**config.mk**
```make
export PLATFORM = sky130hd
export DESIGN_NAME = accel_sample_assembler
export DESIGN_NICKNAME = d
export VERILOG_FILES = /design/src/rtl/accel_sample_assembler.sv
export SDC_FILE = /design/constraint.sdc
export NUM_CORES = 1
export LEC_CHECK = 0
export ABC_AREA = 1
export CAP_MARGIN = 20
export CORE_AREA = 2 2 115 117
export DETAILED_ROUTE_END_ITERATION = 10
export DIE_AREA = 0 0 117 119
export PLACE_DENSITY = 0.79
export SYNTH_ARGS = -nofsm -noshare
export SYNTH_HDL_FRONTEND = slang
export SYNTH_SLANG_ARGS = --single-unit
```
**constraint.sdc**
```tcl
create_clock -name clk -period 13.2 [get_ports clk]
set_input_delay 1.32 -clock clk [delete_from_list [all_inputs] [get_ports clk]]
set_output_delay 1.32 -clock clk [all_outputs]
set_load 0.05 [all_outputs]
```
**src/rtl/accel_sample_assembler.sv**
```systemverilog
// accel_sample_assembler
// Periodically requests an 8-byte burst (X_L..T_H) from the SPI master and
// assembles it into signed 12-bit X/Y/Z samples plus a scaled 19-bit signed
// temperature. It then strobes data-ready for the averaging stage. It owns
// the sample-rate timer and flags byte-gap timeouts and sample overruns.
//
// Handshake: i_SPI_ByteValid is a one-cycle qualifier for i_SPI_Byte. It is
// sampled only while collecting and is ignored in every other state.
// o_SPI_Start, o_AVG_dataReady, o_ACCEL_Timeout and o_ACCEL_Overrun are
// registered strobes, each high for exactly one cycle. o_ACCEL_X/Y/Z/T change
// only in the cycle o_AVG_dataReady is high, and they hold until the next
// completed frame.
module accel_sample_assembler #(
  parameter int SAMPLE_PERIOD = 100000,
  parameter int TIMEOUT       = 4096,
  parameter int T_OFFSET      = 350,
  parameter int T_SCALE       = 65
) (
  input  logic        clk,
  input  logic        reset,
  input  logic [7:0]  i_SPI_Byte,
  input  logic        i_SPI_ByteValid,
  input  logic        i_SPI_Busy,
  output logic        o_SPI_Start,
  output logic [11:0] o_ACCEL_X,
  output logic [11:0] o_ACCEL_Y,
  output logic [11:0] o_ACCEL_Z,
  output logic [18:0] o_ACCEL_T,
  output logic        o_AVG_dataReady,
  output logic        o_ACCEL_Timeout,
  output logic        o_ACCEL_Overrun,
  output logic [1:0]  dbg_state
);

  localparam int TICK_W = $clog2(SAMPLE_PERIOD);
  localparam int GAP_W  = $clog2(TIMEOUT + 1);

  localparam logic [TICK_W-1:0] TICK_LAST = TICK_W'(SAMPLE_PERIOD - 1);
  localparam logic [GAP_W-1:0]  GAP_LAST  = GAP_W'(TIMEOUT - 1);

  typedef enum logic [1:0] {
    S_IDLE    = 2'd0,
    S_REQ     = 2'd1,
    S_COLLECT = 2'd2,
    S_CONVERT = 2'd3
  } state_t;

  state_t            state;
  logic              pending;
  logic [2:0]        byte_idx;
  logic [GAP_W-1:0]  gap_cnt;
  logic [TICK_W-1:0] tick_cnt;
  logic              tick;

  // Shadow bytes per value: full low byte, low nibble of the high byte.
  // H[7:4] carries no information, so it is never stored.
  logic [7:0] shadow_l [4];
  logic [3:0] shadow_h [4];

  logic [11:0] raw_x;
  logic [11:0] raw_y;
  logic [11:0] raw_z;
  logic [11:0] raw_t;

  // Temperature path in two's complement. The subtraction and multiplication
  // are kept at 19 bits on purpose: the low 19 bits of the product are the
  // truncated signed result whatever the operand signedness.
  logic [18:0] t_ext;
  logic [18:0] t_diff;
  logic [18:0] t_scaled;

  assign dbg_state = state;
  assign tick      = (tick_cnt == TICK_LAST);

  assign raw_x = {shadow_h[0], shadow_l[0]};
  assign raw_y = {shadow_h[1], shadow_l[1]};
  assign raw_z = {shadow_h[2], shadow_l[2]};
  assign raw_t = {shadow_h[3], shadow_l[3]};

  assign t_ext    = {{7{raw_t[11]}}, raw_t};
  assign t_diff   = t_ext - 19'(T_OFFSET);
  assign t_scaled = t_diff * 19'(T_SCALE);

  // Free-running sample-rate timer: counts 0..SAMPLE_PERIOD-1 and wraps
  always_ff @(posedge clk or posedge reset) begin
    if (reset) begin
      tick_cnt <= '0;
    end else if (tick) begin
      tick_cnt <= '0;
    end else begin
      tick_cnt <= tick_cnt + TICK_W'(1);
    end
  end

  // Frame FSM: request, byte collection with gap timeout, conversion, and
  // the registered strobes and data outputs
  always_ff @(posedge clk or posedge reset) begin
    if (reset) begin
      state           <= S_IDLE;
      pending         <= 1'b0;
      byte_idx        <= '0;
      gap_cnt         <= '0;
      o_SPI_Start     <= 1'b0;
      o_AVG_dataReady <= 1'b0;
      o_ACCEL_Timeout <= 1'b0;
      o_ACCEL_Overrun <= 1'b0;
      o_ACCEL_X       <= '0;
      o_ACCEL_Y       <= '0;
      o_ACCEL_Z       <= '0;
      o_ACCEL_T       <= '0;
      for (int i = 0; i < 4; i++) begin
        shadow_l[i] <= '0;
        shadow_h[i] <= '0;
      end
    end else begin
      o_SPI_Start     <= 1'b0;
      o_AVG_dataReady <= 1'b0;
      o_ACCEL_Timeout <= 1'b0;

      // A tick that cannot be served right away is an overrun. Only one
      // request is remembered, so pending simply stays set.
      o_ACCEL_Overrun <= tick && ((state != S_IDLE) || pending);

      if (tick) begin
        pending <= 1'b1;
      end else if ((state == S_IDLE) && pending && !i_SPI_Busy) begin
        pending <= 1'b0;
      end

      case (state)
        S_IDLE: begin
          if (pending && !i_SPI_Busy) begin
            state       <= S_REQ;
            o_SPI_Start <= 1'b1;
          end
        end

        S_REQ: begin
          state    <= S_COLLECT;
          byte_idx <= '0;
          gap_cnt  <= '0;
        end

        S_COLLECT: begin
          if (i_SPI_ByteValid) begin
            if (byte_idx[0]) begin
              shadow_h[byte_idx[2:1]] <= i_SPI_Byte[3:0];
            end else begin
              shadow_l[byte_idx[2:1]] <= i_SPI_Byte;
            end
            byte_idx <= byte_idx + 3'd1;
            gap_cnt  <= '0;
            if (byte_idx == 3'd7) begin
              state <= S_CONVERT;
            end
          end else if (gap_cnt == GAP_LAST) begin
            // Partial shadow contents are abandoned; the next frame
            // overwrites them from index 0 before they are ever converted.
            o_ACCEL_Timeout <= 1'b1;
            state           <= S_IDLE;
            byte_idx        <= '0;
            gap_cnt         <= '0;
          end else begin
            gap_cnt <= gap_cnt + GAP_W'(1);
          end
        end

        S_CONVERT: begin
          o_ACCEL_X       <= raw_x;
          o_ACCEL_Y       <= raw_y;
          o_ACCEL_Z       <= raw_z;
          o_ACCEL_T       <= t_scaled;
          o_AVG_dataReady <= 1'b1;
          state           <= S_IDLE;
        end

        default: begin
          state <= S_IDLE;
        end
      endcase
    end
  end

endmodule

```
== Yosys cells after proc, flatten, opt, wreduce, memory -nomap -nowiden ==
Cells that the tools add are included.

* Register bits: 143
* Bits in latches: 0
* Bits in writable memories: 0
* Bits in read-only memories: 0
* Bits of input ports: 12
* Output and inout bits: 61
* Word-level logic and storage cells: 80
* Memories kept: 0

* Add/subtract/negate cells: 4
* Multipliers: 1
* Div/mod/pow operators: 0
* Magnitude comparators: 2
* Eq/ne operators: 9
* Shift-type cells: 0
* Muxes and demuxes: 26
* Bitwise operators: 2
* Reductions and logical operators: 15

{| class="wikitable"
|+ Operators with widths
! cell !! count
|-
| bitwise mux 32 bit || 1
|-
| two-way mux 13 bit || 2
|-
| case mux 13 bit (2 select lines) || 1
|-
| multiplier 13 x 8 -> 19 bit (second input constant) || 1
|-
| adder 17 x 1 -> 17 bit (second input constant) || 1
|-
| == test 17 bit (second input constant) || 1
|-
| two-way mux 17 bit || 1
|-
| bitwise mux 16 bit || 1
|-
| demux 8 bit (select 2 bit) || 1
|-
| adder 13 x 1 -> 13 bit (second input constant) || 1
|-
| == test 13 x 12 -> 1 bit (second input constant) || 1
|-
| subtractor 12 x 10 -> 13 bit (second input constant) || 1
|-
| AND reduction 3 bit || 3
|-
| demux 4 bit (select 2 bit) || 1
|-
| two-way mux 1 bit || 8
|-
| two-way mux 2 bit || 4
|-
| two-way mux 8 bit || 1
|-
| case mux 2 bit (4 select lines) || 1
|-
| two-way mux 3 bit || 2
|-
| inequality test 3 bit (second input constant) || 2
|-
| case mux 3 bit (2 select lines) || 1
|-
| nonzero test 2 bit || 3
|-
| logical AND 1 bit || 5
|-
| == test 2 bit (second input constant) || 2
|-
| other kinds (13) || 13
|}

== Logic depth before layout (Yosys ltp) ==
Gate-level depths: netlist of run 1.

* Depth in word-level cells: 6
* Depth in mapped cells: 22
* Depth with buffers taken out: 22

== Worst setup path before layout of run 1 ==
No wires, ideal clock.

* Path kind: reg-to-reg
* Start point: register shadow_l (netlist bit raw_t[1])
* End point: register o_ACCEL_T[14]
* Setup time: 0.127 ns
* Arrival: 2.691 ns
* Data required time: 13.073 ns
* Setup slack: 10.382 ns
* Cell stages (with the launch flop): 20
* Period minus slack after synthesis: 2.818 ns
* Path through: dfrtp_1 ha_1 nand3_1 nand2_1 nand2_1 nand2_1 nand2_1 xor2_1 ha_1 ha_1 inv_1 fa_1 inv_1 nand3_1 nand3_1 nand2_1 nand2_1 nand2_1 nand2_1 o21ai_0

* Longest elaborated chain between the ends: 2

{| class="wikitable"
|+ RTL lines
! what !! RTL line !! RTL
|-
| start: declaration || 57 || <nowiki>logic [7:0] shadow_l [4];</nowiki>
|-
| start signal: indexed assignment || 149 || <nowiki>shadow_l[byte_idx[2:1]] <= i_SPI_Byte;</nowiki>
|-
| subtractor 12 x 10 -> 13 bit || 81 || <nowiki>assign t_diff = t_ext - 19'(T_OFFSET);</nowiki>
|-
| multiplier 13 x 8 -> 19 bit || 82 || <nowiki>assign t_scaled = t_diff * 19'(T_SCALE);</nowiki>
|-
| end signal: assignment || 172 || <nowiki>o_ACCEL_T <= t_scaled;</nowiki>
|-
| end: declaration || 28 || <nowiki>output logic [18:0] o_ACCEL_T,</nowiki>
|}

No other way between the ends.
A chain may end at the register's enable or synchronous reset.

== Final worst setup path of run 1 ==
* Start point: register shadow_l (netlist bit raw_t[1])
* End point: register o_ACCEL_T[16]

Same word-level chain as after synthesis.

==> metrics.md, run 1 <==
| Metric | Value |
|---|---|
| Status | `complete, no violations` |
| Setup_tns | `0 ns` |
| # resized after CTS | `0` |
| DR top layer | `met4` |
| Pwr dens | `174.7 nW/um^2` |
| Crit Path Max Fanout | `4` |
| Leakage | `0.004361 uW` |
| Post-synth EDFFs | `0` |
| Layout cells sized above 1 | `0.07288` |
| DRT met1 WL | `6599 microns` |
| Clock sink count | `143` |
| CTS tree | `yes` |
| Sequential cell area | `3578 sq um` |
| R2R Setup Slk | `between 10 and 15 ns` |
| RSZ-0062 raised after global routing | `false` |
| Total track usage | `0.2322` |
| Setup violators final | `0` |
| DR vias | `5623` |
| Post-DP HPWL | `slightly below 10000 microns` |
| Commonest cells after routing, fill and taps aside | `nand2_1 (315), dfrtp_1 (143), inv_1 (79), clkdlybuf4s50_1 (72), o21ai_0 (63)` |
| Antenna cells | `0` |
| Crit path DAT | `around 3.5 ns` |
| Yosys reg bits | `about 140` |
| Vias per cell | `5.070` |
| Syn_area_per_cell | `8.396 sq um` |
| Multi-input gate area | `3079 sq um` |
| Worst flop-to-flop path startpoint | `raw_t[1]` |
| Crit end category | `register` |
| Slew of the pin with the lowest slew margin | `0.9400 ns` |
| Max Clock Freq | `313.3 MHz` |
| Drt first pass iters | `6` |
| CTS Buffer Depth | `2` |
| Core Rows | `42` |
| Worst VDD drop | `0.1491 mV` |
| Area of the mapped netlist | `between 7000 and 8000 sq um` |
| Ys flop type | `dfrtp_1` |
| Clock Latency Late Sink | `0.42 ns` |
| Async S/R FF share, synth | `1.000` |
| Seq pwr share | `0.383` |
| # hold bufs at CTS | `0` |
| Hold Path End | `o_ACCEL_Timeout` |
| Setup crit start kind | `register` |
| Clk_skew | `0.006652 ns` |
| Deepest level of the CTS H-tree | `4` |
| Nets@finish | `972` |
| Hold Fails Final Rpt | `0` |
| Slew Viols, Final | `0` |
| Antenna violations before repair | `0` |
| Clk root buf | `clkbuf_16` |
| Met3 wire length | `694 microns` |
| Drt wl/cell | `13.11 microns` |
| Clock slew at reported path FFs | `0.06 ns` |
| Width of the die | `between 100 and 150 microns` |
| Cells after Synth | `between 800 and 900` |
| Reg2Reg Depth | `19` |
| Die area | `roughly 14000 sq um` |
| Area Overhead vs Synth | `20.58%` |
| Worst R2R End | `o_ACCEL_T[16]` |
| Hold Startpoint | `gap_cnt[12]` |
| Total setup buffers inserted after CTS | `0` |
| Synth Warn # | `0` |
| Comb pwr share | `0.307` |
| Hold Path Class | `register to register` |
| Internal power | `around 940 uW` |
| Core Area | `roughly 13000 sq um` |
| Mapped Nets | `894` |
| Fill cells | `1026` |
| Max_slew headroom | `0.3734` |
| Sequential area share after synthesis | `0.5062` |
| Met2 WL | `7000 microns` |
| Placer Congestion | `0.8788` |
| Total CTS buffers | `17` |
| Dpl ws | `between 9 and 10 ns` |
| Sw frac | `0.3711` |
| Yosys cell types | `37` |
| Drt drc | `0` |
| Leading cell type in the layout, fill and taps excluded | `nand2_1` |
| First-pass GRT wire length | `about 25000 microns` |
| Sw power | `552.6 uW` |
| ANT nets after route | `0` |
| Power share of the clock group | `0.310` |
| Port Buffers | `a little over 70` |
| Largest net degree at the start of global routing | `79` |
| Minimum clock period after layout | `3.192 ns` |
| Starting Density | `0.5491` |
| Final worst setup slack | `approximately 10 ns` |
| DRT Wirelength | `between 10000 and 15000 microns` |
| Io pins | `73` |
| First DRT Iteration DRCs | `352` |
| WHS | `about 0.45 ns` |
| Worst hold path depth | `1` |
| Final critical-path share of the clock period | `0.2418` |
| Max-cap check violation count | `0` |
| Vias in the first global route | `5358` |
| CP required | `about 14 ns` |
| Die Ht | `119 microns` |
| GRT overflow | `0` |
| Critical path class | `register to register` |
[power groups by stage]
stage	combinational (uW)	sequential [uW]	clock, uW
3_5_place_dp	458	578	0
2_1_floorplan	167	724	0
6_report	457	571	462
3_3_place_gp	451	577	0
5_1_grt	498	580	487
4_1_cts	461	571	467
[area by class of cell]
cell class	instances	area share
Clock buffer	22	0.05563
Inverter	86	0.03846
Sequential cell	143	0.4198
Tap cell	176	0.02583
Timing Repair Buffer	75	0.08719
Multi-Input combinational cell	597	0.3612
Clock inverter	10	0.01189
[layer usage]
layer | GRT usage | up-vias
met2 | 0.3707 | 119
met5 | 0 | -
met1 | 0.3134 | 2652
li1 | - | 2827
met3 | 0.05191 | 25
met4 | 0.07941 | 0
[synthesized netlist by cell type, types with 5 or more instances]
cell      count  area [sq um]
nand3_1      25         125.1
ha_1         38         475.5
clkbuf_1     11         41.29
nand2_2       8         50.05
inv_2         5         18.77
inv_1        80         300.3
o21ai_1       8         40.04
o21ai_0      63         315.3
xor2_1       18         157.7
nor3_1        9         45.04
a21oi_1      13         65.06
dfrtp_1     143          3578
nand2_1     315          1182
nor2_1       53         198.9
nand4_1      13         81.33
nor2_2        6         37.54
[worst max path at each step]
| stage | start | cells after the start | end | slack [ns] |
|---|---|---|---|---|
| global placement | reset | 3 | o_ACCEL_Y[1] | 9.95 |
| CTS | raw_t[1] | 19 | o_ACCEL_T[14] | 10.02 |
| floorplan | reset | 1 | byte_idx[0] | 8.04 |
| detailed placement | reset | 3 | raw_y[1] | 9.96 |
| global route | raw_t[1] | 21 | o_ACCEL_T[14] | 9.67 |
| finish | raw_t[1] | 19 | o_ACCEL_T[16] | 10.01 |
[logic make-up after synthesis]
group / count (synthesis) / share of synthesized area
compound gates: 88 / 0.06513
xor+xnor: 23 / 0.02956
fa+ha+maj: 40 / 0.07292
buf+inv: 102 / 0.05858
flops: 143 / 0.5062
simple gates: 446 / 0.2676
[stage by stage]
step           area, sq um  instances  total power [uW]    util
3_3_place_gp          7949       1077              1028  0.6174
3_5_place_dp          7949       1077              1036  0.6174
2_1_floorplan         7069        842             891.4       -
4_1_cts               8524       1109              1500  0.6621
5_1_grt               8524       1109              1565  0.6621
6_report              8524       1109              1489  0.6621
[flip-flops by register name, indices dropped and copies added, names as in the netlist]
signal	count
dbg_state	2
raw_t	12
o_ACCEL_Overrun	1
byte_idx	3
gap_cnt	13
o_AVG_dataReady	1
raw_y	12
o_ACCEL_X	12
raw_z	12
raw_x	12
o_ACCEL_Z	12
o_ACCEL_T	19
tick_cnt	17
pending	1
o_ACCEL_Timeout	1
o_ACCEL_Y	12
o_SPI_Start	1
[critical path, stage by stage (launching register included)]
cell and delay (ns):
dfrtp_1 0.40, ha_1 0.23, nand3_1 0.12, nand2_1 0.06, nand2_1 0.07, nand2_1 0.07
nand2_1 0.09, xor2_1 0.24, ha_1 0.28, ha_1 0.31, inv_1 0.06, fa_1 0.40
inv_1 0.12, nand3_1 0.09, nand3_1 0.15, nand2_1 0.12, nand2_1 0.08, nand2_1 0.06
nand3_1 0.07, nand2_1 0.05
No activity file was read; power rests on OpenSTA's default activity.
==> run 2: changes to the inputs <==
- clock period: 13.2 -> 3.2 ns (I/O delays scaled with it)
==> metrics.md, run 2 (same netlist as run 1, synthesis figures left out) <==
| Metric | Value |
|---|---|
| Top Registers | `o_ACCEL_T: 19 flops, tick_cnt: 17 flops, gap_cnt: 13 flops` |
| Nets@finish | `978` |
| Crit end category | `register` |
| Worst flop-to-flop path startpoint | `raw_t[1]` |
| CTS tree | `yes` |
| Dpl ws | `0.08690 ns` |
| Drt first pass iters | `5` |
| Placed cell areas | `8000 sq um` |
| Vias in the first global route | `5431` |
| Die Ht | `119 microns` |
| Sw frac | `0.3721` |
| Io pins | `between 70 and 80` |
| Largest Register | `o_ACCEL_T` |
| Power consumption | `6221 uW` |
| Post-DP HPWL | `between 10000 and 15000 microns` |
| Total CTS buffers | `17` |
| R2R Setup Slk | `between 0.1 and 0.15 ns` |
| Worst VDD drop | `0.6438 mV` |
| Sw power | `around 2300 uW` |
| Die area | `13920 sq um` |
| Slew of the pin with the lowest slew margin | `0.6922 ns` |
| Final worst setup slack | `0.1436 ns` |
| Commonest cells after routing, fill and taps aside | `nand2_1 (314), dfrtp_1 (143), inv_1 (78), clkdlybuf4s50_1 (72), o21ai_0 (63)` |
| Clock sink count | `around 140` |
| GRT overflow | `0` |
| Antenna cells | `0` |
| Max_slew headroom | `0.5357` |
| Area Overhead vs Synth | `22.35%` |
| Leakage | `0.004407 uW` |
| Core Rows | `42` |
| Hold Path Class | `primary input to asynchronous set/reset pin` |
| Antenna violations before repair | `0` |
| Largest net degree at the start of global routing | `55` |
| Slew Viols, Final | `0` |
| Comb pwr share | `0.308` |
| Final critical-path share of the clock period | `0.9551` |
| Clock slew at reported path FFs | `0.06 ns` |
| Clk root buf | `clkbuf_16` |
| Max-cap check violation count | `0` |
| DR vias | `about 5600` |
| Placer Congestion | `0.8995` |
| Crit path DAT | `3.36 ns` |
| Max Clock Freq | `327.2 MHz` |
| CTS Buffer Depth | `2` |
| Fin area | `8650 sq um` |
| Placed Cells | `1079` |
| Starting Density | `0.5491` |
| CP required | `3.50 ns` |
| Total track usage | `0.2318` |
| Layout cells sized above 1 | `0.08742` |
| Status | `complete, no violations` |
| Deepest level of the CTS H-tree | `4` |
| Drt wl/cell | `13.38 microns` |
| Internal power | `3906 uW` |
| Drt drc | `0` |
| Final cell count without fillers | `between 1000 and 1500` |
| Leading cell type in the layout, fill and taps excluded | `nand2_1` |
| ANT nets after route | `0` |
| Minimum clock period after layout | `3.056 ns` |
| Setup crit start kind | `register` |
| Core Area | `between 10000 and 15000 sq um` |
| Width of the die | `between 100 and 150 microns` |
| Hold Fails Final Rpt | `0` |
| Port Buffers | `72` |
| Critical path class | `register to register` |
| First-pass GRT wire length | `around 25000 microns` |
| # hold bufs at CTS | `0` |
| Max reg flops | `19` |
| Worst R2R End | `o_ACCEL_T[16]` |
| Setup violators final | `0` |
| Seq pwr share | `0.381` |
| Clock Latency Late Sink | `0.42 ns` |
| Vias per cell | `5.054` |
| Power share of the clock group | `0.311` |
| Reg2Reg Depth | `19` |
| Crit Path Max Fanout | `4` |
| Clk_skew | `0.01194 ns` |
| First DRT Iteration DRCs | `356` |
| Pwr dens | `a little over 700 nW/um^2` |
| DRT Wirelength | `14910 microns` |
==> run 2: cell types whose count changed in the layout (fill, tap and decap cells not counted), sizes merged <==
cell	previous run	this run
bufinv	1	2
inv	88	87
clkbuf	22	18
clkinvlp	3	4
buf	3	9
clkinv	4	6
==> run 2: worst max-delay path by stage <==
stage                  start       endpoint  cells after the start
floorplan           raw_t[1]  o_ACCEL_T[14]                     19
global placement    raw_t[1]  o_ACCEL_T[16]                     22
detailed placement  raw_t[1]  o_ACCEL_T[16]                     19
CTS                 raw_t[1]  o_ACCEL_T[16]                     19
global route        raw_t[2]  o_ACCEL_T[16]                     19
finish              raw_t[1]  o_ACCEL_T[16]                     19
==> run 2: power by group through the flow <==
stage / logic [uW] / registers, uW / clock network (uW)
finish: 1920 / 2370 / 1940
global route: 2080 / 2410 / 2060
CTS: 1940 / 2370 / 1970
detailed placement: 1920 / 2390 / 0
global placement: 1880 / 2380 / 0
floorplan: 689 / 2990 / 0
==> run 2: layout make-up <==
type	instances	area, sq um
clock buffer	18	439.2
clock inverter	13	137.6
fill	1045	4225
inverter	86	326.6
multi-input combinational	597	3122
sequential	143	3578
tap	176	220.2
timing repair buffer	81	825.8
==> run 2: per-layer routing <==
metal	GRT usage	wire length, microns	share of wire
met1	0.3043	6558	0.44
met2	0.3826	7582	0.51
met3	0.05802	573	0.038
met4	0.06324	195	0.013
met5	0	0	0
==> run 2: critical path, cell delays in order, from the launching register on <==
cell     delay (ns)
dfrtp_1        0.40
ha_2           0.21
nand3_1        0.12
nand2_1        0.07
nand2_1        0.08
nand2_1        0.07
nand2_1        0.10
xor2_1         0.21
ha_1           0.27
ha_1           0.31
inv_1          0.07
fa_1           0.43
inv_2          0.09
nand3_1        0.09
nand3_2        0.12
nand2_1        0.08
nand2_1        0.07
nand2_1        0.05
nand3_1        0.06
nand2_1        0.06
==> run 2: repair_timing <==
item	CTS	global route
setup endpoints to repair	0	6
resized for setup	0	9
buffers inserted	0	4
==> run 2: through the flow <==
step	TNS, ns	hold WS (ns)	util
2_1_floorplan	0	0.3937	-
3_3_place_gp	0	0.4519	0.6214
3_5_place_dp	0	0.4428	0.6214
4_1_cts	0	0.3394	0.6662
5_1_grt	-0.3207	0.3911	0.6718
6_report	0	0.3286	0.6718
==> run 3: changes to the inputs <==
- CORE_AREA: 2 2 115 117 -> 2 2 86 170
- DIE_AREA: 0 0 117 119 -> 0 0 88 172
- PLACE_DENSITY: 0.79 -> 0.76
- SKIP_CTS_REPAIR_TIMING: default -> 1
- clock period: 3.2 -> 2.54 ns (I/O delays scaled with it)
==> metrics.md, run 3 (same netlist as run 1, synthesis figures left out) <==
| Metric | Value |
|---|---|
| Layout cells sized above 1 | `0.1890` |
| ANT nets after route | `0` |
| Crit end category | `register` |
| Minimum clock period after layout | `roughly 2.9 ns` |
| Pwr dens | `836.8 nW/um^2` |
| Worst VDD drop | `1.064 mV` |
| DRT Wirelength | `18200 microns` |
| Clock sink count | `between 100 and 150` |
| Clock Latency Late Sink | `0.42 ns` |
| Setup violators final | `10` |
| Commonest cells after routing, fill and taps aside | `nand2_1 (293), dfrtp_1 (143), inv_1 (72), clkdlybuf4s50_1 (72), o21ai_0 (59)` |
| Total CTS buffers | `17` |
| Deepest level of the CTS H-tree | `4` |
| Starting Density | `0.5117` |
| Nets@finish | `just over 1000` |
| Drt wl/cell | `15.51 microns` |
| Width of the die | `88 microns` |
| Vias in the first global route | `~6000` |
| Critical path class | `register to register` |
| First-pass GRT wire length | `28230 microns` |
| Area Overhead vs Synth | `33.04%` |
| Drt drc | `0` |
| Slew of the pin with the lowest slew margin | `0.6582 ns` |
| DR top layer | `met4` |
| Status | `finished, violations left` |
| RSZ-0062 raised after global routing | `true` |
| Final worst setup slack | `-0.3713 ns` |
| Reg2Reg Depth | `21` |
| Hold Path Class | `primary input to asynchronous set/reset pin` |
| Setup crit start kind | `register` |
| Placer Congestion | `0.9973` |
| Vias per cell | `a little over 5` |
| Max reg flops | `19` |
| Clk root buf | `clkbuf_16` |
| Largest Register | `o_ACCEL_T` |
| GRT overflow | `0` |
| Port Buffers | `between 70 and 80` |
| Crit Path Max Fanout | `3` |
| Antenna cells | `0` |
| Met3 wire length | `563 microns` |
| Die area | `15140 sq um` |
| Final critical-path share of the clock period | `1.146` |
| Placed cell areas | `8524 sq um` |
| Placed Cells | `about 1100` |
| Hold Fails Final Rpt | `0` |
| Leading cell type in the layout, fill and taps excluded | `nand2_1` |
| Leakage | `0.004649 uW` |
| Clk_skew | `0.01237 ns` |
| Met2 WL | `10240 microns` |
| Core Area | `13810 sq um` |
| Total track usage | `0.2442` |
| Die Ht | `172 microns` |
| CTS Buffer Depth | `2` |
| Max Clock Freq | `roughly 340 MHz` |
| Clock slew at reported path FFs | `0.07 ns` |
| Fin area | `9405 sq um` |
| Max_slew headroom | `0.5612` |
| Setup_tns | `-2.442 ns` |
| Failing checks | `negative setup slack` |
| Drt first pass iters | `5` |
| Core Rows | `61` |
| Post-DP HPWL | `12780 microns` |
| Antenna violations before repair | `0` |
| Largest net degree at the start of global routing | `61` |
| Io pins | `73` |
| Crit path DAT | `3.21 ns` |
| Top Registers | `o_ACCEL_T: 19 flops, tick_cnt: 17 flops, gap_cnt: 13 flops` |
| Slew Viols, Final | `0` |
| DRT met1 WL | `between 6000 and 7000 microns` |
| DR vias | `about 6000` |
| First DRT Iteration DRCs | `324` |
| WHS | `0.1870 ns` |
| Final cell count without fillers | `1173` |
| CP required | `2.83 ns` |
| Max-cap check violation count | `0` |
| CTS tree | `yes` |
-- run 3: metal layers --
metal  vias to the layer above  GRT usage
met5                         -          0
met4                         0     0.1411
met3                        65    0.04105
met2                       173     0.4598
met1                      2914     0.2418
li1                       2918          -
-- run 3: where the power goes --
part | switching (uW) | internal (uW)
Sequential | 283 | 2700
Clock | 946 | 1500
Combinational | 1680 | 767
Total | 2910 | 4960
-- run 3: layout make-up --
cell class / instances / area, sq um
Sequential cell: 143 / 3578
Tap cell: 189 / 236.5
Clock buffer: 23 / 467.9
Timing Repair Buffer: 126 / 1176
Fill cell: 1050 / 4409
Inverter: 86 / 329.1
Clock inverter: 9 / 108.9
Multi-Input combinational cell: 597 / 3508
-- run 3: critical path, stage by stage (launching register included) --
cell,delay [ns]
dfrtp_1,0.38
ha_2,0.20
nand3_2,0.08
nand2_2,0.09
nand2_2,0.06
nand2_2,0.11
inv_1,0.07
nor2_2,0.15
inv_2,0.08
ha_4,0.16
ha_4,0.27
ha_4,0.13
inv_2,0.04
fa_2,0.40
inv_4,0.10
nand3_4,0.07
nand3_4,0.09
nand2_2,0.06
nand2_2,0.06
nand2_1,0.06
nand2_1,0.06
o21ai_0,0.08
-- run 3: path summary, 6_finish.rpt --
path,start,end,slack (ns)
min in group clk,i_SPI_Busy,o_SPI_Start,0.42
max reg2reg,raw_t[2],o_ACCEL_T[14],-0.37
min,reset,o_ACCEL_T[6],0.19
max in group asynchronous,reset,o_ACCEL_Y[1],1.67
min reg2reg,gap_cnt[12],o_ACCEL_Timeout,0.44
max,raw_t[2],o_ACCEL_T[14],-0.37
-- run 3: metrics by stage --
stage | utilization | total power [uW] | setup WS (ns)
after global placement | 0.6171 | 5406 | -0.3027
final | 0.6808 | 7870 | -0.3713
after floorplan | - | 4639 | -0.1638
after global routing | 0.6808 | 8264 | -0.5437
after CTS | 0.6588 | 7911 | -0.4303
after detailed placement | 0.6171 | 5457 | -0.3892
